==> src/rtl/alu_pkg.sv <==
// Shared types and constants for the ALU command queue and issue stage.
package alu_pkg;

  localparam logic [3:0]  ALU_OP_MUL = 4'd2;
  localparam logic [3:0]  ALU_OP_ADD = 4'd3;
  localparam int unsigned ALU_RES_W  = 4;
  localparam int unsigned ALU_TAG_W  = 3;

  typedef struct packed {
    logic [3:0] op;
    logic [1:0] a;
    logic [1:0] b;
  } alu_cmd_t;

  localparam int unsigned ALU_CMD_W = $bits(alu_cmd_t);

endpackage

==> src/rtl/alu_cmd_fifo.sv <==
// Synchronous command FIFO with push/pop/full/empty; pushes when full and pops when empty are ignored.
module alu_cmd_fifo #(
  parameter int unsigned DEPTH = 4,
  parameter int unsigned W     = 8
) (
  input  logic         clk,
  input  logic         rst_n,
  input  logic         i_push,
  input  logic [W-1:0] i_data,
  input  logic         i_pop,
  output logic [W-1:0] o_head,
  output logic         o_full,
  output logic         o_empty
);

  localparam int unsigned AW = $clog2(DEPTH);

  logic [AW:0]  r_wr_ptr;
  logic [AW:0]  r_rd_ptr;
  logic [W-1:0] r_mem [DEPTH];
  logic         w_push;
  logic         w_pop;

  assign w_push  = i_push && !o_full;
  assign w_pop   = i_pop && !o_empty;
  assign o_empty = (r_wr_ptr == r_rd_ptr);
  assign o_full  = (r_wr_ptr[AW] != r_rd_ptr[AW]) &&
                   (r_wr_ptr[AW-1:0] == r_rd_ptr[AW-1:0]);
  assign o_head  = r_mem[r_rd_ptr[AW-1:0]];

  // Extra MSB on each pointer distinguishes full from empty.
  always_ff @(posedge clk or negedge rst_n) begin
    if (!rst_n) begin
      r_wr_ptr <= '0;
      r_rd_ptr <= '0;
    end else begin
      if (w_push) r_wr_ptr <= r_wr_ptr + (AW+1)'(1);
      if (w_pop)  r_rd_ptr <= r_rd_ptr + (AW+1)'(1);
    end
  end

  always_ff @(posedge clk) begin
    if (w_push) r_mem[r_wr_ptr[AW-1:0]] <= i_data;
  end

endmodule

==> src/rtl/alu_issue_queue.sv <==
// Command queue and issue stage in front of the 2-bit ALU, with a 2-entry in-order result buffer.
// Optional ALU_ISSUE_TAG_EN adds a 3-bit command tag returned on rsp_tag.
module alu_issue_queue
  import alu_pkg::*;
#(
  parameter int unsigned DEPTH = 4
) (
  input  logic                 clk,
  input  logic                 rst_n,
  input  logic                 cmd_valid,
  output logic                 cmd_ready,
  input  logic [1:0]           cmd_a,
  input  logic [1:0]           cmd_b,
  input  logic [3:0]           cmd_op,
  output logic [1:0]           alu_a,
  output logic [1:0]           alu_b,
  output logic [3:0]           alu_operation,
  input  logic [ALU_RES_W-1:0] alu_out,
  output logic                 rsp_valid,
  input  logic                 rsp_ready,
  output logic [ALU_RES_W-1:0] rsp_data,
`ifdef ALU_ISSUE_TAG_EN
  output logic [ALU_TAG_W-1:0] rsp_tag,
`endif
  output logic                 idle
);

`ifdef ALU_ISSUE_TAG_EN
  localparam int unsigned FIFO_W = ALU_CMD_W + ALU_TAG_W;
`else
  localparam int unsigned FIFO_W = ALU_CMD_W;
`endif

  alu_cmd_t              w_cmd_in;
  alu_cmd_t              w_head_cmd;
  logic [FIFO_W-1:0]     w_fifo_din;
  logic [FIFO_W-1:0]     w_fifo_head;
  logic                  w_full;
  logic                  w_empty;
  logic                  w_push;
  logic                  w_issue;
  logic                  w_rsp_pop;
  logic [2:0]            w_credit_use;

  logic                  r_inflight;
  logic [ALU_RES_W-1:0]  r_res_data [2];
  logic                  r_res_wr;
  logic                  r_res_rd;
  logic [1:0]            r_res_count;

  assign w_cmd_in  = '{op: cmd_op, a: cmd_a, b: cmd_b};
  assign cmd_ready = !w_full;
  assign w_push    = cmd_valid && cmd_ready;
  assign w_rsp_pop = rsp_valid && rsp_ready;

`ifdef ALU_ISSUE_TAG_EN
  logic [ALU_TAG_W-1:0] r_tag_cnt;
  logic [ALU_TAG_W-1:0] r_inflight_tag;
  logic [ALU_TAG_W-1:0] r_res_tag [2];

  assign w_fifo_din = {r_tag_cnt, w_cmd_in};
  assign w_head_cmd = alu_cmd_t'(w_fifo_head[ALU_CMD_W-1:0]);
  assign rsp_tag    = r_res_tag[r_res_rd];

  // Tag follows its command through FIFO, in-flight stage and result buffer.
  always_ff @(posedge clk or negedge rst_n) begin
    if (!rst_n) begin
      r_tag_cnt      <= '0;
      r_inflight_tag <= '0;
      r_res_tag[0]   <= '0;
      r_res_tag[1]   <= '0;
    end else begin
      if (w_push)     r_tag_cnt <= r_tag_cnt + ALU_TAG_W'(1);
      if (w_issue)    r_inflight_tag <= w_fifo_head[FIFO_W-1 -: ALU_TAG_W];
      if (r_inflight) r_res_tag[r_res_wr] <= r_inflight_tag;
    end
  end
`else
  assign w_fifo_din = w_cmd_in;
  assign w_head_cmd = alu_cmd_t'(w_fifo_head);
`endif

  alu_cmd_fifo #(
    .DEPTH (DEPTH),
    .W     (FIFO_W)
  ) u_fifo (
    .clk     (clk),
    .rst_n   (rst_n),
    .i_push  (w_push),
    .i_data  (w_fifo_din),
    .i_pop   (w_issue),
    .o_head  (w_fifo_head),
    .o_full  (w_full),
    .o_empty (w_empty)
  );

  // Credit: buffered + in-flight results, minus this cycle's pop, must leave room for one more.
  assign w_credit_use = 3'({1'b0, r_res_count}) + 3'(r_inflight) - 3'(w_rsp_pop);
  assign w_issue      = !w_empty && (w_credit_use < 3'd2);

  always_comb begin
    alu_a         = '0;
    alu_b         = '0;
    alu_operation = '0;
    if (w_issue) begin
      alu_a         = w_head_cmd.a;
      alu_b         = w_head_cmd.b;
      alu_operation = w_head_cmd.op;
    end
  end

  always_ff @(posedge clk or negedge rst_n) begin
    if (!rst_n) begin
      r_inflight    <= 1'b0;
      r_res_wr      <= 1'b0;
      r_res_rd      <= 1'b0;
      r_res_count   <= '0;
      r_res_data[0] <= '0;
      r_res_data[1] <= '0;
    end else begin
      r_inflight <= w_issue;
      if (r_inflight) begin
        r_res_data[r_res_wr] <= alu_out;
        r_res_wr             <= ~r_res_wr;
      end
      if (w_rsp_pop) r_res_rd <= ~r_res_rd;
      case ({r_inflight, w_rsp_pop})
        2'b10:   r_res_count <= r_res_count + 2'd1;
        2'b01:   r_res_count <= r_res_count - 2'd1;
        default: r_res_count <= r_res_count;
      endcase
    end
  end

  assign rsp_valid = (r_res_count != 2'd0);
  assign rsp_data  = r_res_data[r_res_rd];
  assign idle      = w_empty && !r_inflight && (r_res_count == 2'd0);

endmodule

==> config.mk <==
export PLATFORM = sky130hd
export DESIGN_NAME = alu_issue_queue
export DESIGN_NICKNAME = d
export VERILOG_FILES = /design/src/rtl/alu_pkg.sv /design/src/rtl/alu_cmd_fifo.sv /design/src/rtl/alu_issue_queue.sv
export SDC_FILE = /design/constraint.sdc
export NUM_CORES = 1
export LEC_CHECK = 0
export CAP_MARGIN = 20
export CORE_MARGIN = 2
export CORE_UTILIZATION = 25
export CTS_BUF_LIST = sky130_fd_sc_hd__clkbuf_4
export CTS_CLUSTER_SIZE = 30
export DETAILED_ROUTE_END_ITERATION = 8
export GPL_TIMING_DRIVEN = 0
export HOLD_SLACK_MARGIN = 0.03
export PLACE_DENSITY = 0.46
export SLEW_MARGIN = 5
export SYNTH_ARGS = -nofsm -noshare
export SYNTH_HDL_FRONTEND = slang
export SYNTH_HIERARCHICAL = 1
export SYNTH_SLANG_ARGS = --single-unit
export TNS_END_PERCENT = 50
==> constraint.sdc <==
create_clock -name clk -period 5.6 [get_ports clk]
set_input_delay 1.68 -clock clk [delete_from_list [all_inputs] [get_ports clk]]
set_output_delay 1.68 -clock clk [all_outputs]
set_load 0.1 [all_outputs]
==> impl_metrics.toml <==
[logic_synthesis]
async_reset_ff_frac = 0.373
synth_area_sq_um = 2370
synth.distinct_cells = 38
synth_top_area_frac = 0.405
synthCells = 145
yosysSeqAreaShare = 0.605
synth_edf_count = 32
synthTopCellsByArea = "edfxtp_1, dfrtp_1, mux4_1"
yosysMostFrequentCell = "edfxtp_1"
synth_top_flop_cell = "edfxtp_1"
synth-seq-cells = 51
yosysWarnings = 6
synth_nets = 167
syn-mean-instance-area_sq_um = 16.4
synth_commonest_cells = "edfxtp_1, dfrtp_1, mux2_2"
yosys.area.top_type = "edfxtp_1"

[routing]
viasPerCell = 4.10
wl_per_cell_microns = 13.4
drc = 0
drt_pass1_iterations = 4
ant_nets = 0
routed_wl_microns = 4220
dr_total_vias = 1286
first_iter_violations = 52

[cts]
clk_pin_slew_ps = 160
cts-root-buf = "clkbuf_4"
cts_max_level = 2
postCtsHoldBufs = 0
clk-insertion-delay-late_ps = 370
tritoncts = "done"
cts-buffers-inserted = 5
clockBufferDepth = 2
clock_sinks = 51

[final_layout]
nets = 206
area_growth_pct = 25.8
antenna_cells = 0
drive_gt1_frac = 0.249
fillers = 923

[critical_path]
crit_slowest_cell = "fa_1"
cpLargestDelayFamily = "buffers and inverters"
crit_chain = "dlygate4sd2_1 -> and3b_2 -> o21ai_0 -> fa_1 -> xor2_1 -> nor3b_4 -> buf_12 -> and2_1 -> buf_6"
cpPeakStageDelay_ps = 390
crit_fanout = 12
required_ps = 3920
critical_path_class = "in2out"
worst-path-buf-inv = 3
crit_path_end_kind = "output port"
startpoint_type = "input port"
worstPathArrival_ps = 3700

[sta]
tns_ps = 0
period_minus_slack_ps = 5380
worst_slack_ps = 216
tightest_slew_ps = 989
fmax_ghz = 0.186
hold_viol = 0
fin_crit_sh = 0.961
final_max_slew_viol_count = 0
fin_hold_ws_ps = 493
grt_setup_unrepaired = "false"
relSlewSlack = 0.339
finClkSkew_ps = 7.16
setup_viol = 0

[global_route]
top_usage_layer = "met2"
antenna_found_initial = 0
grt_max_degree = 20
grt.total_usage = 0.0877
grt_use_met3 = 0.0255
grt.met2_usage = 0.140
grt_overflow = 0
grt_use_met1 = 0.118
grt_pass1_wl_microns = 6840
grt_pass1_vias = 1311

[placement]
dpl.hpwl_microns = 2820
pre_cts_ws_ps = -1330
place.gp.congestion = 0.707
port_buffers = 30

[floorplanning]
io-pin-count = 31
initial_core_util = 0.257
die_width_microns = 101
core-area_sq_um = 9240
die_h_microns = 101
rows = 35
die_area_sq_um = 10300

[outcome]
outcome = "complete, no violations"

[flow_run]
drv_cap = 0

[worst_hold_path]
hold_class = "reg2reg"
[sequential cells by signal, summed over array words and instances, names as in the netlist]
register	flops
r_res_count	2
r_res_data	8
u_fifo/r_rd_ptr	3
r_inflight	1
r_res_wr	1
u_fifo/r_wr_ptr	3
u_fifo/r_mem	32
r_res_rd	1
[per-stage QoR]
stage                util  area, sq um  cells
floorplan               -         2380    145
global placement    0.307         2840    304
detailed placement  0.307         2840    304
CTS                 0.323         2990    314
global route        0.323         2990    314
finish              0.323         2990    314
[cell families (layout without fill, tap and decap cells)]
logic type | count (synthesis) | count (layout) | share of synthesized area
AO/OA/AOI/OAI | 17 | 17 | 0.0580
XOR/XNOR | 13 | 13 | 0.0575
adder cells (fa/ha/maj) | 6 | 6 | 0.0348
buffers and inverters | 8 | 48 | 0.0163
flip-flops | 51 | 51 | 0.605
multiplexers | 20 | 20 | 0.146
AND/OR/NAND/NOR | 30 | 30 | 0.0823
[what timing repair did]
item                       4_1_cts  5_1_grt
gates resized for setup         67        0
buffers inserted                 2        0
setup endpoints to repair        8        0
[path summary, 6_finish.rpt]
path                           startpoint            endpoint  slack (ps)  cells after the start
max                             rsp_ready    alu_operation[1]         220                      9
min                              r_res_wr            r_res_wr         490                      1
max reg2reg                r_res_count[1]  u_fifo/r_rd_ptr[1]        3190                     10
min reg2reg                      r_res_wr            r_res_wr         490                      1
max in group asynchronous           rst_n  u_fifo/r_rd_ptr[2]        3250                      1
min in group asynchronous           rst_n       r_res_data[4]        1800                      1
[worst register-to-register path, cell delays in order (launching register included)]
cell and delay [ps]:
dfrtp_1 530, and3b_2 280, o21ai_0 120, fa_1 390
xor2_1 270, nor3b_4 90, buf_12 160, buf_4 130
nand2b_1 90, o31ai_2 80, a211oi_2 210
[metal layers]
metal	vias to the layer above	part of all wire	routed length (microns)
met5	-	0	0
li1	630	-	-
met4	0	0.0036	15
met2	26	0.47	2000
met3	2	0.039	166
met1	628	0.48	2030
[area by class of cell]
class / instances / area, sq um / area share
flip-flops and latches: 51 / 1440 / 0.481
multi-input cells: 86 / 912 / 0.306
repair buffers: 32 / 372 / 0.124
well taps: 129 / 161 / 0.0541
clock buffers: 5 / 37.5 / 0.0126
clock inverters: 3 / 27.5 / 0.00922
plain buffers: 3 / 20.0 / 0.00671
inverters: 5 / 18.8 / 0.00629
[cells in the final DEF, fill, tap and decap left out, drive strengths merged]
cell            n
edfxtp         32
clkdlybuf4s50  21
dfrtp          19
mux2           12
buf            12
and2            9
mux4            8
xnor2           7
inv             7
clkbuf          6
xor2            6
a21oi           5
ha              5
o31ai           4
nand2           3
and3            3
a211oi          3
nor2b           2
o21ai           2
nor2            2
nand2b          2
nand3           2
a31oi           2
and3b           1
nor3b           1
or2             1
nor4b           1
and2b           1
and4b           1
fa              1
clkinvlp        1
dlygate4sd2     1
nor3            1
a21o            1
Power is left out: the tool's default activity adds up to more than one toggle a clock period on the data nets, which glitch-free logic cannot reach.
